==> src/rtl/key_debouncer.sv <==
// key_debouncer: synchronizes and debounces active-low pushbuttons into a level,
// press/release pulses and sticky press flags.
module key_debouncer #(
  parameter int WIDTH           = 2,
  parameter int DEBOUNCE_CYCLES = 500000,
  parameter int CNT_W           = $clog2(DEBOUNCE_CYCLES)
) (
  input  logic             clk,
  input  logic             reset_n,
  input  logic [WIDTH-1:0] key_n,
  input  logic [WIDTH-1:0] flag_clear,
  output logic [WIDTH-1:0] key_level,
  output logic [WIDTH-1:0] key_press,
  output logic [WIDTH-1:0] key_release,
  output logic [WIDTH-1:0] press_flag
);
  typedef enum logic [1:0] {RELEASED, ARMING, PRESSED, DISARMING} state_t;
  localparam logic [CNT_W-1:0] LAST = CNT_W'(DEBOUNCE_CYCLES - 1);
  logic [WIDTH-1:0] sync1_q, sync2_q;
  logic [WIDTH-1:0] level_d, press_d, release_d, press_flag_d;
  for (genvar i = 0; i < WIDTH; i++) begin : g_key
    state_t           state_q, state_d;
    logic [CNT_W-1:0] cnt_q, cnt_d;
    logic             pr_d, rl_d;
    always_comb begin
      state_d = state_q;
      cnt_d   = '0;
      pr_d    = 1'b0;
      rl_d    = 1'b0;
      case (state_q)
        RELEASED: if (sync2_q[i]) begin
          state_d = ARMING;
          cnt_d   = CNT_W'(1);
        end
        ARMING: if (!sync2_q[i]) state_d = RELEASED;
        else if (cnt_q == LAST) begin
          state_d = PRESSED;
          pr_d    = 1'b1;
        end else cnt_d = cnt_q + CNT_W'(1);
        PRESSED: if (!sync2_q[i]) begin
          state_d = DISARMING;
          cnt_d   = CNT_W'(1);
        end
        DISARMING: if (sync2_q[i]) state_d = PRESSED;
        else if (cnt_q == LAST) begin
          state_d = RELEASED;
          rl_d    = 1'b1;
        end else cnt_d = cnt_q + CNT_W'(1);
        default: state_d = RELEASED;
      endcase
    end
    always_ff @(posedge clk) begin
      if (!reset_n) begin
        state_q <= RELEASED;
        cnt_q   <= '0;
      end else begin
        state_q <= state_d;
        cnt_q   <= cnt_d;
      end
    end
    assign level_d[i]   = (state_d == PRESSED) || (state_d == DISARMING);
    assign press_d[i]   = pr_d;
    assign release_d[i] = rl_d;
  end
  // a press pulse coinciding with a clear keeps the flag set
  assign press_flag_d = key_press | (press_flag & ~flag_clear);
  always_ff @(posedge clk) begin
    if (!reset_n) begin
      sync1_q     <= '0;
      sync2_q     <= '0;
      key_level   <= '0;
      key_press   <= '0;
      key_release <= '0;
      press_flag  <= '0;
    end else begin
      sync1_q     <= ~key_n;
      sync2_q     <= sync1_q;
      key_level   <= level_d;
      key_press   <= press_d;
      key_release <= release_d;
      press_flag  <= press_flag_d;
    end
  end
endmodule

==> config.mk <==
export PLATFORM = sky130hd
export DESIGN_NAME = key_debouncer
export DESIGN_NICKNAME = d
export VERILOG_FILES = /design/src/rtl/key_debouncer.sv
export SDC_FILE = /design/constraint.sdc
export NUM_CORES = 1
export LEC_CHECK = 0
export ABC_AREA = 1
export CELL_PAD_IN_SITES_DETAIL_PLACEMENT = 1
export CELL_PAD_IN_SITES_GLOBAL_PLACEMENT = 1
export CORE_ASPECT_RATIO = 0.6
export CORE_MARGIN = 5
export CORE_UTILIZATION = 46
export CTS_CLUSTER_SIZE = 14
export DETAILED_ROUTE_END_ITERATION = 8
export PLACE_DENSITY = 0.86
export SLEW_MARGIN = 20
export SYNTH_ARGS = -nofsm -noshare
export SYNTH_HDL_FRONTEND = slang
export SYNTH_SLANG_ARGS = --single-unit
==> constraint.sdc <==
create_clock -name clk -period 2.1 [get_ports clk]
set_input_delay 0.63 -clock clk [delete_from_list [all_inputs] [get_ports clk]]
set_output_delay 0.63 -clock clk [all_outputs]
set_load 0.02 [all_outputs]
## Word-level counts from Yosys, hierarchy flattened

Cells that the tools add are included.

| word-level totals | value |
|---|---|
| input bits | 6 |
| register bits | 54 |
| word-level logic and storage cells | 69 |
| output and inout bits | 8 |

| cells by class | value |
|---|---|
| reduce and logical (&&, ||, !) cells | 8 |
| eq/ne operators | 12 |
| muxes and demuxes | 28 |
| bitwise logic cells | 7 |
| add/subtract/negate cells | 2 |

Operators with widths:

| operator | count |
|---|---|
| $pmux 19 s4 | 2 |
| $mux 19 | 6 |
| $add 19x1->19 const B | 2 |
| $eq 19x19->1 const B | 2 |
| $mux 2 | 12 |
| $eq 2x2->1 const B | 8 |
| $pmux 2 s4 | 2 |
| $mux 1 | 6 |
| $reduce_and 3->1 | 2 |
| $reduce_or 3->1 | 2 |
| $eq 2x1->1 const B | 2 |
| $logic_not 2->1 | 2 |
| $not 2->2 | 2 |
| $not 1->1 | 3 |
| $and 2x2->2 | 1 |
| $logic_or 1x1->1 | 2 |
| $or 2x2->2 | 1 |

## Logic depth before layout (Yosys ltp)

| logic depth | value |
|---|---|
| word-level depth | 6 |
| gate-level depth with buffers | 9 |
| depth with buffers taken out | 9 |

## Worst setup path after synthesis

No wires, ideal clock.

| path | value |
|---|---|
| path type | input-to-reg |
| start | in reset_n |
| end | reg g_key[1].cnt_q[12] |
| stages | 7 |
| path buffers | 2 |
| arrival time | 1.343 ns |
| data required time | 1.984 ns |
| path slack | 0.642 ns |
| library setup time | 0.116 ns |
| path through | buf_4 > nand3_1 > nand2_1 > and2_1 > nand2_2 > buf_4 > nor2_1 |

RTL lines:

| what | RTL line | text |
|---|---|---|
| from (decl) | 9 | `input logic reset_n,` |
| to (signal assigned) | 58 | `cnt_q <= cnt_d;` |
| to (decl) | 23 | `logic [CNT_W-1:0] cnt_q, cnt_d;` |

## Worst setup path after layout

| path | value |
|---|---|
| start | reg key_level[0] |
| end | out key_level[0] |

RTL lines:

| what | RTL line | text |
|---|---|---|
| from (decl) | 12 | `output logic [WIDTH-1:0] key_level,` |
| from (signal assigned) | 78 | `key_level <= level_d;` |

No word-level cell between the ends.

==> flow_summary.rst <==
.. list-table::
   :header-rows: 1

   * - Metric
     - Value
   * - Data required time at the worst endpoint
     - 1.47 ns
   * - Run status
     - finished, final reports clean
   * - Largest net degree at the start of global routing
     - 18
   * - Clock Sinks
     - between 50 and 60
   * - Worst flop-to-flop path startpoint
     - g_key[1].cnt_q[0]
   * - Count of vias placed by the detailed router
     - between 2000 and 2500
   * - Clock-pin slew of the registers on the worst-case setup and hold paths
     - roughly 0.10 ns
   * - Average wire per standard cell
     - about 15 microns
   * - Die Span X
     - 106 microns
   * - Count of warnings emitted by yosys
     - 0
   * - Floorplan die height
     - 67.4 microns
   * - Clock latency on the worst-skew pair
     - about 0.31 ns
   * - Hpwl dp
     - 5.19 mm
   * - Area growth, synth to finish
     - 14.7%
   * - Endpoint of the most critical register-to-register path
     - g_key[1].state_q[1]
   * - Most used cells in the layout excluding fill and tap cells
     - sky130_fd_sc_hd__nor2_1, sky130_fd_sc_hd__nand2_1, sky130_fd_sc_hd__dfxtp_1
   * - Cell depth of the worst hold path
     - 2
   * - Setup slack, reg-to-reg
     - around 0.36 ns
   * - Number of setup buffers added after CTS
     - 0
   * - Mapped cell area
     - 2520 sq um
   * - Std-Cell Rows
     - 20
   * - Total routing usage reported by global routing
     - approximately a fifth
   * - Synthesis-stage register bit count
     - 53
   * - Leading area contributor after synthesis
     - sky130_fd_sc_hd__dfxtp_1
   * - Placement Cell Area
     - roughly 2800 sq um
   * - Start point of the worst hold path
     - sync1_q[0]
   * - Final setup violation count
     - 0
   * - Total routed wirelength
     - approximately 6.8 mm
   * - Post-Synthesis Mean Instance Area
     - slightly below 7 sq um
   * - Synth top area cells
     - sky130_fd_sc_hd__dfxtp_1, sky130_fd_sc_hd__nor2_1, sky130_fd_sc_hd__nand2_1
   * - Category of the worst setup path capture point
     - output pin
   * - Peak supply drop
     - around 0.00043 V
   * - Minimum clock period
     - ~2.0 ns
   * - Most common cell after layout, fill and taps aside
     - sky130_fd_sc_hd__nor2_1
   * - Area enclosed by the die boundary
     - between 7000 and 8000 sq um
   * - Launch point of the critical path
     - key_level[0]
   * - Antenna cells
     - 0
   * - TritonCTS clock tree
     - built
   * - Worst-margin pin slew
     - approximately 0.42 ns
   * - Number of H-tree levels
     - 2
   * - Hold Crit Class
     - reg2reg
   * - DRC Markers
     - 0
   * - Syn_nets
     - between 300 and 400
   * - Setup repair after global routing missed its margin
     - no
   * - Count of hold-fix buffers inserted at cts
     - 0
   * - Gate count of the mapped netlist
     - between 300 and 400
   * - I/O pin total
     - 14
   * - Hold Violations, Final
     - 0
   * - Port-buffer cells
     - 13
   * - Share of synthesized area occupied by flip-flops and latches
     - between 40% and 50%
   * - Largest stage delay on the critical path
     - 0.63 ns
   * - Detail Route Antenna Nets
     - 0
   * - Area fraction of the dominant cell type after synthesis
     - 42.1%
   * - End of the worst hold path
     - sync2_q[0]
   * - Max FO, Critical Path
     - 3
   * - Global-route wire length before repair
     - about 12 mm
   * - CP bufs+invs
     - 1
   * - Sequence of cells on the critical path
     - clkdlybuf4s50_1
   * - Cell Pwr Density
     - 653 nW/um^2
   * - Total leakage power
     - roughly 1.1 nW
   * - Total power
     - around 1.9 mW
   * - DRT iter0 DRCs
     - approximately 150
   * - Final Cycle Share
     - around 94%
   * - Cell area after layout
     - 2890 sq um
   * - Vias/cell
     - between 5 and 6
   * - Number of global-route vias before repair
     - around 2400
   * - Crit-path leading delay family
     - buffers and inverters
   * - Cell with the largest stage delay on the worst path
     - sky130_fd_sc_hd__clkdlybuf4s50_1
   * - Worst relative slew slack
     - ~70%
   * - Number of unique standard cell types used by synthesis
     - 23
   * - Count of TritonRoute iterations in the first routing pass
     - 4
   * - Fraction of layout cells with a size suffix above 1
     - between 9 and 10%
   * - Length in cells of the worst reg-to-reg path
     - 6
   * - Inserted Clock Buffers
     - 5
   * - Weighted congestion reported at the end of routability-driven placement
     - between 0.7 and 0.8
   * - Antenna violations before repair
     - 0
   * - Number of maximum-capacitance constraint violations
     - 0
   * - CTS resizes
     - 0
   * - Clk buf depth
     - 2
   * - Largest clock skew in the final design
     - roughly 0.0094 ns
   * - CP Launch Type
     - flip-flop
   * - Number of pins exceeding their max-slew limit in the final report
     - 0
   * - CORE AREA
     - 5180 sq um
   * - Library cell used as clock root buffer
     - sky130_fd_sc_hd__clkbuf_8
   * - Highest Clock Rate
     - a little over 500 MHz
   * - Initial cell density of the core
     - 48.7%
   * - Critical setup path kind
     - reg2out
   * - Overflow left after global routing
     - 0
   * - Data arrival at the endpoint of the critical path
     - around 1.3 ns
   * - Post-layout nets
     - ~400
-- cells in the mapped netlist --
library cell and n:
sky130_fd_sc_hd__a31oi_1 3, sky130_fd_sc_hd__inv_2 2, sky130_fd_sc_hd__inv_1 50, sky130_fd_sc_hd__xnor2_1 2
sky130_fd_sc_hd__ha_1 2, sky130_fd_sc_hd__dfxtp_1 53, sky130_fd_sc_hd__nand3_2 1, sky130_fd_sc_hd__nand2_1 76
sky130_fd_sc_hd__a21oi_1 8, sky130_fd_sc_hd__nor3_1 6, sky130_fd_sc_hd__xor2_1 9, sky130_fd_sc_hd__nor2_1 92
sky130_fd_sc_hd__nand3_1 27, sky130_fd_sc_hd__nor2_2 6, sky130_fd_sc_hd__nand4_1 6, sky130_fd_sc_hd__and2_1 1
sky130_fd_sc_hd__o21ai_0 2, sky130_fd_sc_hd__nor2_4 4, sky130_fd_sc_hd__buf_4 3, sky130_fd_sc_hd__nand2_4 3
sky130_fd_sc_hd__nor3_2 4, sky130_fd_sc_hd__nand2_2 5, sky130_fd_sc_hd__nor3_4 1
-- sequential cells by signal, summed over array words and instances, names as in the netlist --
| register | flops |
|---|---|
| key_press | 2 |
| g_key.state_q | 3 |
| sync1_q | 2 |
| key_level | 2 |
| key_release | 2 |
| g_key.cnt_q | 38 |
| sync2_q | 2 |
| press_flag | 2 |
-- stage by stage --
step | setup TNS, ns | worst slack (ns) | utilization (%) | hold WS, ns | std cells
floorplan | 0 | 0.642 | - | 0.390 | 366
global placement | 0 | 0.0846 | 53.2 | 0.404 | 446
detailed placement | -0.0427 | -0.0427 | 53.2 | 0.411 | 446
CTS | 0 | 0.108 | 55.8 | 0.443 | 454
global route | 0 | 0.0668 | 55.8 | 0.452 | 454
finish | 0 | 0.128 | 55.8 | 0.440 | 454
-- report_power, final --
group	total [mW]	internal, mW	switching [mW]	leakage (nW)
clock network	0.847	0.480	0.367	0.0687
registers	1.01	1.01	0.00403	0.428
logic	0.0282	0.0137	0.0144	0.610
-- cell type report --
type / count / area [sq um]
clock buffer: 5 / 68.8
inverter: 52 / 195
fill: 676 / 2290
tap: 66 / 82.6
clock inverter: 3 / 68.8
multi-input combinational: 258 / 1240
timing repair buffer: 17 / 173
sequential: 53 / 1060
-- routing by layer --
metal / vias to the layer above / routed length, microns / track usage, % / part of all wire [%]
li1: 1167 / - / - / -
met1: 1099 / 3540 / 29.0 / 52
met2: 47 / 2900 / 34.2 / 43
met3: 12 / 290 / 4.11 / 4.3
met4: 0 / 82 / 5.17 / 1.2
met5: - / 0 / 0 / 0
-- cells by family after synthesis --
logic type | Yosys count | synth area share [%]
adder cells (fa/ha/maj) | 2 | 0.992
buffers and inverters | 55 | 8.63
AND/OR/NAND/NOR | 232 | 41.8
AO/OA/AOI/OAI | 13 | 2.73
XOR/XNOR | 11 | 3.82
flip-flops | 53 | 42.1
-- worst max path at each step --
stage                          to  slack [ns]  depth (start not counted)
2_1_floorplan  g_key[1].cnt_q[12]        0.64                          7
3_3_place_gp   g_key[1].cnt_q[15]        0.08                          8
3_5_place_dp    g_key[1].cnt_q[2]       -0.04                          7
4_1_cts              key_level[0]        0.11                          1
5_1_grt              key_level[0]        0.07                          1
6_report             key_level[0]        0.13                          1
-- worst register-to-register path, cell delays in order, from the launching register on --
cell and delay [ns]:
sky130_fd_sc_hd__dfxtp_1 0.37, sky130_fd_sc_hd__ha_1 0.30, sky130_fd_sc_hd__nand3_1 0.18, sky130_fd_sc_hd__nor3_2 0.26
sky130_fd_sc_hd__nand3_1 0.23, sky130_fd_sc_hd__nor2_1 0.20, sky130_fd_sc_hd__nor2_1 0.08
No activity file was read; power rests on OpenSTA's default activity.
